<file path="src/rtl/nv_cdc_hs_arb_src.sv">
`default_nettype none
// +----------------------------------------------------------------------------+
// | nv_cdc_hs_arb_src: round-robin arbiter + 4-phase req/ack sequencer (src)   |
// | Revision: 1.0                                                              |
// +----------------------------------------------------------------------------+
module nv_cdc_hs_arb_src #(
  parameter int NREQ = 4,
  parameter int DW   = 8,
  parameter int IDW  = 2,
  parameter int TO_W = 8
) (
  input  logic               SRC_CLK,
  input  logic               SRC_CLRN,
  input  logic [NREQ-1:0]    req_vld,
  input  logic [NREQ*DW-1:0] req_pd,
  output logic [NREQ-1:0]    req_rdy,
  output logic               hs_req_next,
  input  logic               hs_req_q,
  input  logic               hs_ack,
  output logic [DW-1:0]      xfer_pd,
  output logic [IDW-1:0]     xfer_id,
  output logic               busy,
  output logic               timeout_err,
  input  logic               err_clr
);

  typedef enum logic [1:0] {
    ST_IDLE = 2'd0,
    ST_SET  = 2'd1,
    ST_CLR  = 2'd2
  } state_t;

  localparam logic [TO_W-1:0] CNT_MAX = {TO_W{1'b1}};

  state_t            state_q, state_d;
  logic              req_out_q, req_out_d;
  logic [DW-1:0]     pd_q, pd_d;
  logic [IDW-1:0]    id_q, id_d;
  logic [IDW-1:0]    ptr_q, ptr_d;
  logic [TO_W-1:0]   cnt_q, cnt_d, cnt_inc;
  logic              err_q, err_d, err_set;
  logic              grant_found;
  logic [IDW-1:0]    grant_idx;
  logic              grant;

  // Search starting at the round-robin pointer, wrapping modulo NREQ.
  always_comb begin
    logic [IDW:0] sum;
    sum         = '0;
    grant_found = 1'b0;
    grant_idx   = '0;
    for (int k = 0; k < NREQ; k++) begin
      sum = {1'b0, ptr_q} + (IDW+1)'(k);
      if (sum >= (IDW+1)'(NREQ)) sum = sum - (IDW+1)'(NREQ);
      if (!grant_found && req_vld[sum[IDW-1:0]]) begin
        grant_found = 1'b1;
        grant_idx   = sum[IDW-1:0];
      end
    end
  end

  // A stale ack or un-returned request from the previous transfer blocks arbitration.
  assign grant   = (state_q == ST_IDLE) && grant_found && !hs_req_q && !hs_ack;
  assign req_rdy = grant ? (NREQ'(1) << grant_idx) : '0;
  assign cnt_inc = (cnt_q == CNT_MAX) ? cnt_q : cnt_q + TO_W'(1);

  always_comb begin
    state_d   = state_q;
    req_out_d = req_out_q;
    pd_d      = pd_q;
    id_d      = id_q;
    ptr_d     = ptr_q;
    cnt_d     = cnt_q;
    case (state_q)
      ST_IDLE: begin
        if (grant) begin
          state_d   = ST_SET;
          req_out_d = 1'b1;
          pd_d      = req_pd[grant_idx*DW +: DW];
          id_d      = grant_idx;
          ptr_d     = (grant_idx == IDW'(NREQ-1)) ? '0 : grant_idx + IDW'(1);
          cnt_d     = '0;
        end
      end
      ST_SET: begin
        req_out_d = 1'b1;
        if (hs_req_q && hs_ack) begin
          state_d   = ST_CLR;
          req_out_d = 1'b0;
          cnt_d     = '0;
        end else begin
          cnt_d = cnt_inc;
        end
      end
      ST_CLR: begin
        req_out_d = 1'b0;
        cnt_d     = cnt_inc;
        if (!hs_req_q && !hs_ack) state_d = ST_IDLE;
      end
      default: begin
        state_d   = ST_IDLE;
        req_out_d = 1'b0;
      end
    endcase
  end

  // Flag only on the transition into saturation so a clear sticks while still waiting.
  assign err_set = (state_q != ST_IDLE) && (cnt_q != CNT_MAX) && (cnt_d == CNT_MAX);
  assign err_d   = err_set ? 1'b1 : (err_clr ? 1'b0 : err_q);

  always_ff @(posedge SRC_CLK or negedge SRC_CLRN) begin
    if (!SRC_CLRN) begin
      state_q   <= ST_IDLE;
      req_out_q <= 1'b0;
      pd_q      <= '0;
      id_q      <= '0;
      ptr_q     <= '0;
      cnt_q     <= '0;
      err_q     <= 1'b0;
    end else begin
      state_q   <= state_d;
      req_out_q <= req_out_d;
      pd_q      <= pd_d;
      id_q      <= id_d;
      ptr_q     <= ptr_d;
      cnt_q     <= cnt_d;
      err_q     <= err_d;
    end
  end

  assign hs_req_next = req_out_q;
  assign xfer_pd     = pd_q;
  assign xfer_id     = id_q;
  assign busy        = (state_q != ST_IDLE);
  assign timeout_err = err_q;

endmodule
`default_nettype wire
</file>
<file path="config.mk">
export PLATFORM = sky130hd
export DESIGN_NAME = nv_cdc_hs_arb_src
export DESIGN_NICKNAME = d
export VERILOG_FILES = /design/src/rtl/nv_cdc_hs_arb_src.sv
export SDC_FILE = /design/constraint.sdc
export NUM_CORES = 1
export LEC_CHECK = 0
export ABC_AREA = 0
export CAP_MARGIN = 20
export CELL_PAD_IN_SITES_DETAIL_PLACEMENT = 1
export CELL_PAD_IN_SITES_GLOBAL_PLACEMENT = 1
export CORE_AREA = 2 2 71 73
export CTS_CLUSTER_DIAMETER = 150
export DETAILED_ROUTE_END_ITERATION = 8
export DIE_AREA = 0 0 73 75
export PLACE_DENSITY_LB_ADDON = 0.1
export SYNTH_ARGS = -nofsm -noshare
export SYNTH_HDL_FRONTEND = slang
export SYNTH_SLANG_ARGS = --single-unit
</file>
<file path="constraint.sdc">
create_clock -name SRC_CLK -period 3.33 [get_ports SRC_CLK]
set_input_delay 0.666 -clock SRC_CLK [delete_from_list [all_inputs] [get_ports SRC_CLK]]
set_output_delay 0.666 -clock SRC_CLK [all_outputs]
set_load 0.03 [all_outputs]
</file>
==> results of run 1 <==
[per-layer routing]
| metal | track usage [%] | share of wire [%] | vias to the layer above |
|---|---|---|---|
| met3 | 3.213 | 4.2 | 2 |
| met4 | 4.938 | 0.77 | 0 |
| li1 | - | - | 791 |
| met2 | 36.74 | 54 | 33 |
| met5 | 0 | 0 | - |
| met1 | 22.61 | 41 | 807 |
[registers in the layout, indices dropped and copies added, names as in the netlist]
| signal | flops |
|---|---|
| ptr_q | 2 |
| timeout_err | 1 |
| xfer_id | 2 |
| hs_req_next | 1 |
| cnt_q | 8 |
| xfer_pd | 8 |
| state_q | 2 |
[power by group through the flow]
| stage | clock network, W | logic (W) | registers, W |
|---|---|---|---|
| 6_report | 0.000259 | 0.000812 | 0.000480 |
| 5_1_grt | 0.000277 | 0.000887 | 0.000498 |
| 4_1_cts | 0.000263 | 0.000821 | 0.000481 |
| 3_5_place_dp | 0 | 0.000820 | 0.000483 |
| 3_3_place_gp | 0 | 0.000795 | 0.000479 |
| 2_1_floorplan | 0 | 0.000391 | 0.000587 |
[per-stage QoR]
step	instance area, um2	power [W]	hold WS, ns	worst slack (ns)
after floorplan	1642	0.0009784	0.3704	0.7942
after global placement	2275	0.001274	0.4645	0.1225
after detailed placement	2275	0.001303	0.4731	0.02269
after CTS	2346	0.001565	0.4960	0.02064
after global routing	2349	0.001663	0.5279	0.004637
final	2349	0.001551	0.4950	0.1477
[cells by family after synthesis]
group                      share of synthesized area [%]
AOI/OAI and AO/OA                                  29.04
adders and majority gates                          3.811
buffers and inverters                              2.668
DFF                                                36.59
muxes                                              6.098
and+or+nand+nor                                    21.80
[final timing paths]
check	start	endpoint	slack (ns)	cells after the start
max reg2reg	ptr_q[1]	xfer_pd[4]	0.97	6
min reg2reg	hs_req_next	hs_req_next	0.50	1
min in group asynchronous	SRC_CLRN	cnt_q[2]	0.75	2
min	hs_req_next	hs_req_next	0.50	1
max in group asynchronous	SRC_CLRN	xfer_pd[5]	2.33	2
max	req_vld[1]	req_rdy[0]	0.15	8
[critical path, stage by stage]
cell	delay [ns]
clkdlybuf4s50_1	0.54
nor2_1	0.10
a2111oi_4	0.58
nor2_4	0.09
inv_1	0.12
ha_1	0.14
and2_1	0.13
buf_4	0.16
[what timing repair did]
| item | in CTS | in global routing |
|---|---|---|
| resized for setup | 0 | 1 |
| endpoints found under the setup margin | 0 | 4 |
| buffers inserted | 0 | 0 |
[layout make-up]
type	count	area share, %
inverters	5	0.7991
repair buffers	61	25.25
flip-flops and latches	24	25.57
well taps	54	2.877
clock inverters	1	1.279
clock buffers	3	1.758
multi-input cells	138	42.46
[cell usage in the layout (no fill, tap or decap), drive strengths merged, types with 2 or more instances in the layout]
master          n
nor3b           2
nor4b           2
nand4           4
a21oi          17
dfrtp          24
o31ai           2
clkbuf          3
mux2            8
and4            2
nor2            7
nor4            2
a41oi           2
and2            7
and3            2
a21o            5
nor2b           2
nand2b          5
a221o           9
ha              5
nor3            2
o21ai          14
nand2          10
nand3           9
clkdlybuf4s50  52
buf             8
a31oi           3
inv             5
==> metrics.csv, run 1 <==
metric;value;unit
outcome;finished, final reports clean;
# placed instances;282;
post-synthesis sequential area ratio;36.59;%
Final TNS setup;0;ns
Tcrit/Tclk final;95.56;%
Synth cell types;48;
most numerous cell in the Yosys netlist;dfrtp_1;
Internal;0.0009174;W
Pins Over Slew Limit;0;
initial core utilization;35.22;%
CORE AREA;4661;um2
Setup crit end kind;output port;
Nets;279;
Critical Path AT;2.52;ns
first-pass GRT wire length;8252;um
switching share of total power;40.85;%
Remaining DRCs;0;
Post-Synthesis Net Count;219;
Startpoint Class;input pin;
fmax;314.2;MHz
CTS Hold Bufs;0;
H-Tree Depth;1;
Sequential Power Share;31.0;%
RSZ-0062 raised after global routing;false;
clk root buf;clkbuf_8;
WL final;4906;um
port buffer count;57;
top cell type's share of synthesized area;36.59;%
Worst Setup Path Type;in -> out;
Yosys top cell by area;dfrtp_1;
Synth area leaders;dfrtp_1 37%, a221o_1 5.5%, mux2_1 5.5%;
clock sink total;24;
Boundary Pins;58;
num rows;25;
synthesized flop and latch total;24;
net switching power;0.0006335;W
Reg area;600.6;um2
Hold Vio Cnt, Final;0;
Mapped Cells;173;
GRT overflow;0;
Ys Warns;0;
fillers;540;
die area;5475;um2
syn avg cell area;9.489;um2
Worst-Skew Late Latency;0.27;ns
DR iter-0 viols;66;
Non-Filler Instances;286;
LEAKAGE;0.9922;nW
part of the power in the clock network;16.7;%
Final Util;50.39;%
Mapped Area;1642;um2
minimum clock period;3.182;ns
clock-pin slew on the worst setup and hold paths;0.08;ns
Final Skew;0.009395;ns
vias in the first global route;1712;
Max Cap Viol;0;
largest net degree at the start of global routing;25;
Max clock buf depth;2;
Worst Max-Slew Pin Slew;0.9214;ns
Die Span X;73;um
Global Route Usage Sum;19.39;%
Worst VDD drop;277.2;uV
worst min path class;reg -> reg;
CTS tree;done;
hpwl dp;3959;um
CTS Buf Count;3;
ys flop type;dfrtp_1;
Area Growth Syn to Fin;43.06;%
detailed-route via count;1633;
Chip Height;75;um
Post-synth ARST share;100.0;%
Final setup viols;0;
max_slew headroom;38.05;%
EDFF count, synth;0;
wire per inst;17.15;um
CP max FO;9;
share of cells above drive strength 1;9.483;%
Worst EP required;2.66;ns
Commonest cells post-synth;24 x dfrtp_1, 17 x a21oi_1, 13 x o21ai_0, 10 x nand2_1;
Routability Congestion;0.8118;
vias per cell;5.710;
Ant. Diodes;0;
Multi-input gate area;997.2;um2
initial antenna violation count;0;
Gate power share;52.3;%
antenna violation net count after detailed routing;0;
Power Dens Cells;660.3;nW/um2
first-pass detailed-route iteration total;3;
Note: power is estimated with default switching activity, not from simulation.
==> run 2: changes to the inputs <==
CAP_MARGIN = default   (was 20)
CORE_AREA = 2 2 70 72   (was 2 2 71 73)
CTS_BUF_LIST = sky130_fd_sc_hd__clkbuf_4 sky130_fd_sc_hd__clkbuf_8   (was default)
DIE_AREA = 0 0 72 74   (was 0 0 73 75)
==> run 2 against run 1 <==
  * Worst hold slack better by 0.0074 ns
  * Wire length up 2.5%
  * Die area down 2.7%
  * Sequential share of layout area about the same
  * Critical endpoint is now req_rdy[3]
  * Largest power group unchanged
==> metrics.csv, run 2 (synthesized netlist as in run 1, its figures left out) <==
metric;value;unit
Worst path most repeated cell;and2_1;
# placed instances;282;
largest net degree at the start of global routing;25;
Chip Height;74;um
antenna violation net count after detailed routing;0;
Power Dens Cells;666.6;nW/um2
Die Span X;72;um
Worst VDD drop;284.6;uV
CTS tree;done;
worst min path class;reg -> reg;
H-Tree Depth;1;
clock-pin slew on the worst setup and hold paths;0.09;ns
WL final;5028;um
Worst-Skew Late Latency;0.27;ns
Remaining DRCs;0;
most common cell after layout, fill and taps aside;clkdlybuf4s50_1;
Max Cap Viol;0;
wire per inst;17.52;um
Routability Congestion;0.8670;
hpwl dp;4018;um
LEAKAGE;0.9899;nW
die area;5328;um2
fillers;518;
vias in the first global route;1810;
Boundary Pins;58;
worst slack, placed;-0.004787;ns
Final Skew;0.004005;ns
Slowest cell on crit path;clkdlybuf4s50_1;
worst-path cell chain;clkdlybuf4s50_1 -> and2_1 -> or3_1 -> inv_1 -> ha_1 -> and2_1 -> buf_4;
CP peak stage delay;0.49;ns
num rows;25;
port buffer count;57;
CTS Buf Count;3;
Final setup viols;0;
Non-Filler Instances;287;
Final Util;51.16;%
RSZ-0062 raised after global routing;false;
Ant. Diodes;0;
Final TNS setup;0;ns
Area Growth Syn to Fin;43.29;%
Worst EP required;2.66;ns
CP max FO;5;
initial core utilization;35.70;%
Hold Vio Cnt, Final;0;
CORE AREA;4598;um2
initial antenna violation count;0;
Nets;280;
CP delay by family, top;buffers and inverters;
worst setup margin;0.2451;ns
minimum clock period;3.085;ns
Global Route Usage Sum;19.93;%
worst path bufs/invs;3;
first-pass detailed-route iteration total;4;
Worst Max-Slew Pin Slew;0.8935;ns
max_slew headroom;39.92;%
Tcrit/Tclk final;92.64;%
Pins Over Slew Limit;0;
share of cells above drive strength 1;9.871;%
Worst Setup Path Type;in -> out;
vias per cell;5.760;
detailed-route via count;1653;
Hold WS;0.5024;ns
Startpoint Class;input pin;
clock sink total;24;
DR iter-0 viols;74;
GRT overflow;0;
first-pass GRT wire length;8452;um
clk root buf;clkbuf_8;
most frequent cells in the layout;52 x clkdlybuf4s50_1, 24 x dfrtp_1, 17 x a21oi_1;
Setup crit end kind;output port;
outcome;finished, final reports clean;
Max clock buf depth;2;
fmax;324.2;MHz
Critical Path AT;2.42;ns
-- run 2: metrics by stage --
step	cell area (um2)	total power, W
2_1_floorplan	1642	0.0009784
3_3_place_gp	2275	0.001270
3_5_place_dp	2275	0.001309
4_1_cts	2345	0.001576
5_1_grt	2352	0.001677
6_report	2352	0.001568
-- run 2: per-layer routing --
metal  track usage, %  vias to the layer above  wire, um
met3            2.033                        4       163
li1                 -                      789         -
met5                0                        -         0
met2            35.19                       38      2597
met4            5.660                        0        43
met1            26.12                      822      2224
-- run 2: worst register-to-register path: cells and delay by family, from the launching register on --
| family | cells | cell delay [ns] |
|---|---|---|
| and+or+nand+nor | 2 | 0.81 |
| AOI/OAI and AO/OA | 3 | 0.78 |
| DFF | 1 | 0.50 |
| buffers and inverters | 1 | 0.12 |
-- run 2: worst paths after layout --
path	from	endpoint	slack, ns	cells after the start
setup / recovery	req_vld[2]	req_rdy[3]	0.25	7
hold / removal	hs_req_next	hs_req_next	0.50	1
setup reg to reg	state_q[1]	xfer_pd[1]	1.06	6
hold reg to reg	hs_req_next	hs_req_next	0.50	1
max in group asynchronous	SRC_CLRN	cnt_q[3]	2.33	2
min in group asynchronous	SRC_CLRN	cnt_q[2]	0.75	2
-- run 2: power breakdown --
group | internal (W) | switching, W | total (W)
combinational | 0.000374 | 0.000452 | 0.000826
sequential | 0.000385 | 0.0000976 | 0.000483
clock | 0.000161 | 0.0000986 | 0.000259
total | 0.000920 | 0.000648 | 0.00157
-- run 2: area by class of cell --
type | count | area (um2) | area share, %
clock buffers | 3 | 41.29 | 1.755
inverters | 5 | 18.77 | 0.7979
well taps | 54 | 67.56 | 2.872
repair buffers | 62 | 596.8 | 25.37
clock inverters | 1 | 30.03 | 1.277
multi-input cells | 138 | 997.2 | 42.39
flip-flops and latches | 24 | 600.6 | 25.53
-- run 2: repair_timing --
item,4_1_cts,5_1_grt
endpoints found under the hold margin,0,0
setup endpoints to repair,1,2
resized for setup,1,0
pin swaps,0,1
buffers inserted,0,1
hold buffers,0,0
